## src/rtl/core_ex_lsu.sv

```systemverilog
// core_ex_lsu: execute-stage load/store unit. Runs one data-memory transaction
// at a time and returns extended load data or a fault to writeback.
//
// Handshake rules: a request transfers on any rising edge where its valid and
// ready are both high. Once mem_req_valid rises, it and every mem_req_* field
// hold steady until mem_req_ready is seen. mem_rsp_valid is a one-cycle
// qualifier with no back-pressure, and the LSU samples it only in RESP.
// lsu_req_ready is high only in IDLE and is masked while lsu_flush is high.
module core_ex_lsu #(
  parameter int XLEN = 32
) (
  input  logic            clk,
  input  logic            rst_n,
  input  logic            lsu_req_valid,
  output logic            lsu_req_ready,
  input  logic            lsu_is_store,
  input  logic [1:0]      lsu_size,
  input  logic            lsu_unsigned,
  input  logic [XLEN-1:0] lsu_addr,
  input  logic [XLEN-1:0] lsu_wdata,
  input  logic [4:0]      lsu_rd,
  input  logic            lsu_flush,
  output logic            mem_req_valid,
  input  logic            mem_req_ready,
  output logic [XLEN-1:0] mem_req_addr,
  output logic            mem_req_we,
  output logic [3:0]      mem_req_wstrb,
  output logic [XLEN-1:0] mem_req_wdata,
  input  logic            mem_rsp_valid,
  input  logic [XLEN-1:0] mem_rsp_rdata,
  input  logic            mem_rsp_err,
  output logic            lsu_done,
  output logic            wb_we,
  output logic [4:0]      wb_rd,
  output logic [XLEN-1:0] wb_data,
  output logic            lsu_exc,
  output logic [1:0]      lsu_exc_cause,
  output logic [2:0]      dbg_state
);

  typedef enum logic [2:0] {
    S_IDLE = 3'd0,
    S_REQ  = 3'd1,
    S_RESP = 3'd2,
    S_DONE = 3'd3,
    S_EXC  = 3'd4
  } state_t;

  localparam logic [1:0] CAUSE_LD_MIS   = 2'd0;
  localparam logic [1:0] CAUSE_ST_MIS   = 2'd1;
  localparam logic [1:0] CAUSE_LD_FAULT = 2'd2;
  localparam logic [1:0] CAUSE_ST_FAULT = 2'd3;

  state_t state_q, state_d;
  logic   kill_q, kill_d;

  // Latched request descriptor.
  logic       is_store_q, is_store_d;
  logic [1:0] size_q, size_d;
  logic       unsigned_q, unsigned_d;
  logic [1:0] ofs_q, ofs_d;
  logic [4:0] rd_q, rd_d;

  // Registered memory request outputs.
  logic            mem_req_valid_q, mem_req_valid_d;
  logic [XLEN-1:0] mem_req_addr_q, mem_req_addr_d;
  logic            mem_req_we_q, mem_req_we_d;
  logic [3:0]      mem_req_wstrb_q, mem_req_wstrb_d;
  logic [XLEN-1:0] mem_req_wdata_q, mem_req_wdata_d;

  // Registered completion outputs.
  logic            lsu_done_q, lsu_done_d;
  logic            wb_we_q, wb_we_d;
  logic [4:0]      wb_rd_q, wb_rd_d;
  logic [XLEN-1:0] wb_data_q, wb_data_d;
  logic            lsu_exc_q, lsu_exc_d;
  logic [1:0]      lsu_exc_cause_q, lsu_exc_cause_d;

  // Request-side decode of the incoming op.
  logic            req_misaligned;
  logic [3:0]      req_wstrb;
  logic [XLEN-1:0] req_wdata;

  // Response-side extraction of the addressed bytes.
  logic [XLEN-1:0] rsp_shifted;
  logic [XLEN-1:0] rsp_ext;
  logic            rsp_killed;

  // Decode alignment, store byte lanes and lane-replicated store data.
  always_comb begin
    req_misaligned = 1'b0;
    req_wstrb      = 4'b1111;
    req_wdata      = lsu_wdata;
    case (lsu_size)
      2'b00: begin
        req_wstrb = 4'b0001 << lsu_addr[1:0];
        req_wdata = {(XLEN/8){lsu_wdata[7:0]}};
      end
      2'b01: begin
        req_misaligned = lsu_addr[0];
        req_wstrb      = 4'b0011 << lsu_addr[1:0];
        req_wdata      = {(XLEN/16){lsu_wdata[15:0]}};
      end
      default: begin
        req_misaligned = (lsu_addr[1:0] != 2'b00);
      end
    endcase
  end

  // Shift the addressed bytes down to bit 0 and sign/zero-extend by size.
  always_comb begin
    rsp_shifted = mem_rsp_rdata >> {ofs_q, 3'b000};
    rsp_ext     = mem_rsp_rdata;
    case (size_q)
      2'b00:   rsp_ext = {{(XLEN-8){~unsigned_q & rsp_shifted[7]}}, rsp_shifted[7:0]};
      2'b01:   rsp_ext = {{(XLEN-16){~unsigned_q & rsp_shifted[15]}}, rsp_shifted[15:0]};
      default: rsp_ext = mem_rsp_rdata;
    endcase
  end

  // Next-state and registered-output computation for the transaction FSM.
  always_comb begin
    state_d         = state_q;
    kill_d          = kill_q;
    is_store_d      = is_store_q;
    size_d          = size_q;
    unsigned_d      = unsigned_q;
    ofs_d           = ofs_q;
    rd_d            = rd_q;
    mem_req_valid_d = mem_req_valid_q;
    mem_req_addr_d  = mem_req_addr_q;
    mem_req_we_d    = mem_req_we_q;
    mem_req_wstrb_d = mem_req_wstrb_q;
    mem_req_wdata_d = mem_req_wdata_q;
    lsu_done_d      = 1'b0;
    wb_we_d         = 1'b0;
    wb_rd_d         = wb_rd_q;
    wb_data_d       = wb_data_q;
    lsu_exc_d       = 1'b0;
    lsu_exc_cause_d = lsu_exc_cause_q;
    // A flush in the same cycle as the response still kills the op.
    rsp_killed      = kill_q | lsu_flush;

    // Flush only marks the op; the memory handshake runs to completion.
    if (state_q != S_IDLE && lsu_flush) begin
      kill_d = 1'b1;
    end

    case (state_q)
      S_IDLE: begin
        if (lsu_req_valid && !lsu_flush) begin
          is_store_d = lsu_is_store;
          size_d     = lsu_size;
          unsigned_d = lsu_unsigned;
          ofs_d      = lsu_addr[1:0];
          rd_d       = lsu_rd;
          if (req_misaligned) begin
            // Misaligned ops complete with a fault and never reach memory.
            state_d         = S_EXC;
            lsu_done_d      = 1'b1;
            lsu_exc_d       = 1'b1;
            lsu_exc_cause_d = lsu_is_store ? CAUSE_ST_MIS : CAUSE_LD_MIS;
            wb_rd_d         = lsu_rd;
            wb_data_d       = '0;
          end else begin
            state_d         = S_REQ;
            mem_req_valid_d = 1'b1;
            mem_req_addr_d  = {lsu_addr[XLEN-1:2], 2'b00};
            mem_req_we_d    = lsu_is_store;
            mem_req_wstrb_d = lsu_is_store ? req_wstrb : 4'b0000;
            mem_req_wdata_d = lsu_is_store ? req_wdata : '0;
          end
        end
      end
      S_REQ: begin
        if (mem_req_ready) begin
          mem_req_valid_d = 1'b0;
          state_d         = S_RESP;
        end
      end
      S_RESP: begin
        if (mem_rsp_valid) begin
          state_d         = S_DONE;
          lsu_done_d      = ~rsp_killed;
          lsu_exc_d       = ~rsp_killed & mem_rsp_err;
          lsu_exc_cause_d = is_store_q ? CAUSE_ST_FAULT : CAUSE_LD_FAULT;
          wb_we_d         = ~rsp_killed & ~mem_rsp_err & ~is_store_q & (rd_q != 5'd0);
          wb_rd_d         = rd_q;
          wb_data_d       = (!is_store_q && !mem_rsp_err) ? rsp_ext : '0;
        end
      end
      S_DONE, S_EXC: begin
        state_d = S_IDLE;
        kill_d  = 1'b0;
      end
      default: begin
        state_d = S_IDLE;
        kill_d  = 1'b0;
      end
    endcase
  end

  // State and output registers with asynchronous active-low reset.
  always_ff @(posedge clk or negedge rst_n) begin
    if (!rst_n) begin
      state_q         <= S_IDLE;
      kill_q          <= 1'b0;
      is_store_q      <= 1'b0;
      size_q          <= 2'b00;
      unsigned_q      <= 1'b0;
      ofs_q           <= 2'b00;
      rd_q            <= 5'd0;
      mem_req_valid_q <= 1'b0;
      mem_req_addr_q  <= '0;
      mem_req_we_q    <= 1'b0;
      mem_req_wstrb_q <= 4'b0000;
      mem_req_wdata_q <= '0;
      lsu_done_q      <= 1'b0;
      wb_we_q         <= 1'b0;
      wb_rd_q         <= 5'd0;
      wb_data_q       <= '0;
      lsu_exc_q       <= 1'b0;
      lsu_exc_cause_q <= 2'd0;
    end else begin
      state_q         <= state_d;
      kill_q          <= kill_d;
      is_store_q      <= is_store_d;
      size_q          <= size_d;
      unsigned_q      <= unsigned_d;
      ofs_q           <= ofs_d;
      rd_q            <= rd_d;
      mem_req_valid_q <= mem_req_valid_d;
      mem_req_addr_q  <= mem_req_addr_d;
      mem_req_we_q    <= mem_req_we_d;
      mem_req_wstrb_q <= mem_req_wstrb_d;
      mem_req_wdata_q <= mem_req_wdata_d;
      lsu_done_q      <= lsu_done_d;
      wb_we_q         <= wb_we_d;
      wb_rd_q         <= wb_rd_d;
      wb_data_q       <= wb_data_d;
      lsu_exc_q       <= lsu_exc_d;
      lsu_exc_cause_q <= lsu_exc_cause_d;
    end
  end

  assign lsu_req_ready = (state_q == S_IDLE) && !lsu_flush;
  assign mem_req_valid = mem_req_valid_q;
  assign mem_req_addr  = mem_req_addr_q;
  assign mem_req_we    = mem_req_we_q;
  assign mem_req_wstrb = mem_req_wstrb_q;
  assign mem_req_wdata = mem_req_wdata_q;
  assign lsu_done      = lsu_done_q;
  assign wb_we         = wb_we_q;
  assign wb_rd         = wb_rd_q;
  assign wb_data       = wb_data_q;
  assign lsu_exc       = lsu_exc_q;
  assign lsu_exc_cause = lsu_exc_cause_q;
  assign dbg_state     = state_q;

endmodule

```

## config.mk

```make
export PLATFORM = sky130hd
export DESIGN_NAME = core_ex_lsu
export DESIGN_NICKNAME = d
export VERILOG_FILES = /design/src/rtl/core_ex_lsu.sv
export SDC_FILE = /design/constraint.sdc
export NUM_CORES = 1
export LEC_CHECK = 0
export CAP_MARGIN = 20
export CORE_UTILIZATION = 44
export DETAILED_ROUTE_END_ITERATION = 16
export PLACE_DENSITY = 0.81
export SLEW_MARGIN = 0
export SYNTH_ARGS = -nofsm -noshare
export SYNTH_HDL_FRONTEND = slang
export SYNTH_SLANG_ARGS = --single-unit
```

## constraint.sdc

```tcl
create_clock -name clk -period 2.3 [get_ports clk]
set_input_delay 0.23 -clock clk [delete_from_list [all_inputs] [get_ports clk]]
set_output_delay 0.23 -clock clk [all_outputs]
set_load 0.02 [all_outputs]
```

==> run_results.csv <==
group,metric,value,unit
sta,fin_setup_tns,0,ns
detailed_routing,viasPerCell,5.41,
global_routing,grtUsageTotal,0.256,
floorplan,die-area,13600,um^2
worst_setup_path,critPathCaptureType,"flop",
synth,synth_edf_count,0,
synth,ys_ff_latch,125,
worst_setup_path,required,2.64,ns
sta,fin_crit_sh,0.924,
pwr,p_clk_frac,0.223,
worst_setup_path,crit_type,"flop to flop",
worst_setup_path,critPathLaunch,"dbg_state[2]",
pwr,comb_power_share,0.460,
floorplan,initial_core_util,0.455,
layout,final_common_cell,"clkdlybuf4s50_1",
clock_network,cts_root_buffer,"clkbuf_16",
layout,nNetsFinal,858,
synth,seq_area_frac_synth,0.543,
sta,timing.final.hold_violations,0,
pwr,peakVddDrop,778,uV
synth,synth_area_leader_cell,"dfrtp_1",
pwr,cellLeakagePower,3.85,nW
global_routing,grt_start_max_net_pins,65,
synth,synth_area_leaders,"dfrtp_1, mux2_2, mux2i_1, nand2_1, o21ai_0",
layout,final_cell_mix,"clkdlybuf4s50_1, dfrtp_1, nand2_1",
worst_setup_path,arrival,2.47,ns
clock_network,cts_buffer_depth,2,
sta,finalMaxSlewViolations,0,
sta,clock_skew,0.0105,ns
worst_setup_path,r2r_slack,0.17,ns
sta,setup_viol,0,
clock_network,ctsHtreeMaxLevel,4,
min_path,hold_path_class,"primary input to asynchronous set/reset pin",
synth,syn_area_per_cell,11.3,um^2
global_routing,antenna_found_initial,0,
run,cap_violations,0,
floorplan,core,12700,um^2
detailed_routing,vias,5018,
sta,rsz0062_at_grt,"false",
floorplan,die_w,116,um
place,portBuffers,225,
worst_setup_path,worstSetupStartpointType,"flop",
floorplan,rows,41,
sta,fin_crit,2.13,ns
status,run_status,"finished, final reports clean",
layout,areaGrowthSynthToFinish,54.2,%
place,gp_congestion,0.839,
sta,slew_headroom,0.365,
floorplan,io_pins,228,
worst_setup_path,worst-path-max-fanout,16,
floorplan,fp.dieH,116,um
place,dp_hpwl,12700,um
detailed_routing,wirelength,17000,um
clock_network,clock_latency,0.42,ns
global_routing,grt_pass1_wl,26000,um
layout,drive_gt1_frac,0.136,
detailed_routing,wl_per_cell,18.4,um
detailed_routing,first_pass_iters,4,
pwr,p_seq_frac,0.316,
pwr,switching_share,0.358,
worst_setup_path,worstRegToRegCells,4,
pwr,power.density,1380,nW/um^2
global_routing,grt_overflow,0,
detailed_routing,route.detailed.drc,0,
global_routing,grt_pass1_vias,5132,
detailed_routing,ant_nets,0,
synth,ys_async_sr_fraction,1.00,
synth,synth_cells,511,
layout,n_antenna_cell,0,
sta,tightest_slew,0.947,ns
clock_network,numCtsBuffers,17,
sta,fmax,0.471,GHz
synth,synth.distinct_cells,45,
synth,synthFlopType,"dfrtp_1",
clock_network,clk_pin_slew,0.06,ns
detailed_routing,drt_iter0_drc,240,
pwr,total_power,12.2,mW
synth,synth_warnings,0,
synth,synth_top_area_share,0.543,
clock_network,clock-sinks,125,
synth,synth_area,5760,um^2
pwr,p_switching,4.38,mW
clock_network,cts_tree,"yes",
pwr,internal_power,7.86,mW
worst_setup_path,rr_startpoint,"dbg_state[2]",
cells in the mapped netlist, drive strengths merged (2+ instances only):
cell     count
buf         27
a2bb2oi     14
a221o       16
mux2i       40
nor2b        3
nor3         4
nand3        7
dfrtp      125
o211ai       2
nand4bb      2
nor2        20
o22ai        7
inv          5
nand2       67
mux2        42
clkbuf      13
a22o         8
o2bb2ai      8
a221oi       2
nand3b       2
o21ai       50
o31ai       17
a21oi        6
nand2b      10
state kept, by name, indices dropped and copies added, names as in the netlist, 2 cells and up:
signal         cells
dbg_state          3
lsu_exc_cause      2
mem_req_addr      30
mem_req_wdata     32
mem_req_wstrb      4
ofs_q              2
rd_q               5
size_q             2
wb_data           32
wb_rd              5
layer usage:
metal / vias to the layer above / global-route usage / wire length (um)
met4: 0 / 0.117 / 444
met2: 210 / 0.430 / 8440
li1: 2331 / - / -
met5: - / 0 / 0
met1: 2441 / 0.296 / 6760
met3: 36 / 0.0872 / 1390
power by group through the flow:
stage          sequential [mW]  clock, mW  combinational, mW
2_1_floorplan             4.90          0               1.83
3_3_place_gp              3.84          0               5.50
3_5_place_dp              3.89          0               5.62
4_1_cts                   3.88       2.77               5.66
5_1_grt                   3.99       2.88               5.98
6_report                  3.87       2.73               5.63
cell type report:
cell class	instances	area, um^2
multi-input combinational	341	2420
clock buffer	22	454
sequential	125	3130
inverter	6	22.5
clock inverter	7	140
fill	902	3780
tap	172	215
timing repair buffer	255	2500
final timing paths:
kind                                endpoint
setup / recovery                 wb_data[29]
hold / removal                      wb_rd[3]
setup reg to reg                 wb_data[29]
hold reg to reg            mem_req_wdata[12]
max in group asynchronous   mem_req_wdata[8]
min in group clk             mem_req_addr[2]
critical path, stage by stage, from the launching register on:
cell	delay (ns)
dfrtp_1	0.50
and4bb_2	0.39
nand2_2	0.12
nor3_2	0.81
a221o_1	0.23
cells by family after synthesis:
group	synth area share
compound gates	0.164
flops	0.543
simple gates	0.0998
mux	0.155
buf+inv	0.0373
other cells	0.000651
timing repair:
action                                  4_1_cts  5_1_grt
endpoints found under the setup margin        0        1
buffers inserted                              0        0
hold buffers                                  1        0
hold endpoints to repair                     25        0
gates resized for setup                       0        1
through the flow:
step                      utilization  worst slack, ns  cell area (um^2)  hold slack, ns  cells
after floorplan                     -            0.301              5770         -0.0656    512
after global placement          0.654            0.188              8280           0.162    898
after detailed placement        0.654           0.0411              8280           0.167    898
after CTS                       0.701           0.0267              8890           0.267    928
after global routing            0.702           0.0790              8890           0.314    928
final                           0.702            0.175              8890           0.270    928
(Power assumes the default switching activity.)
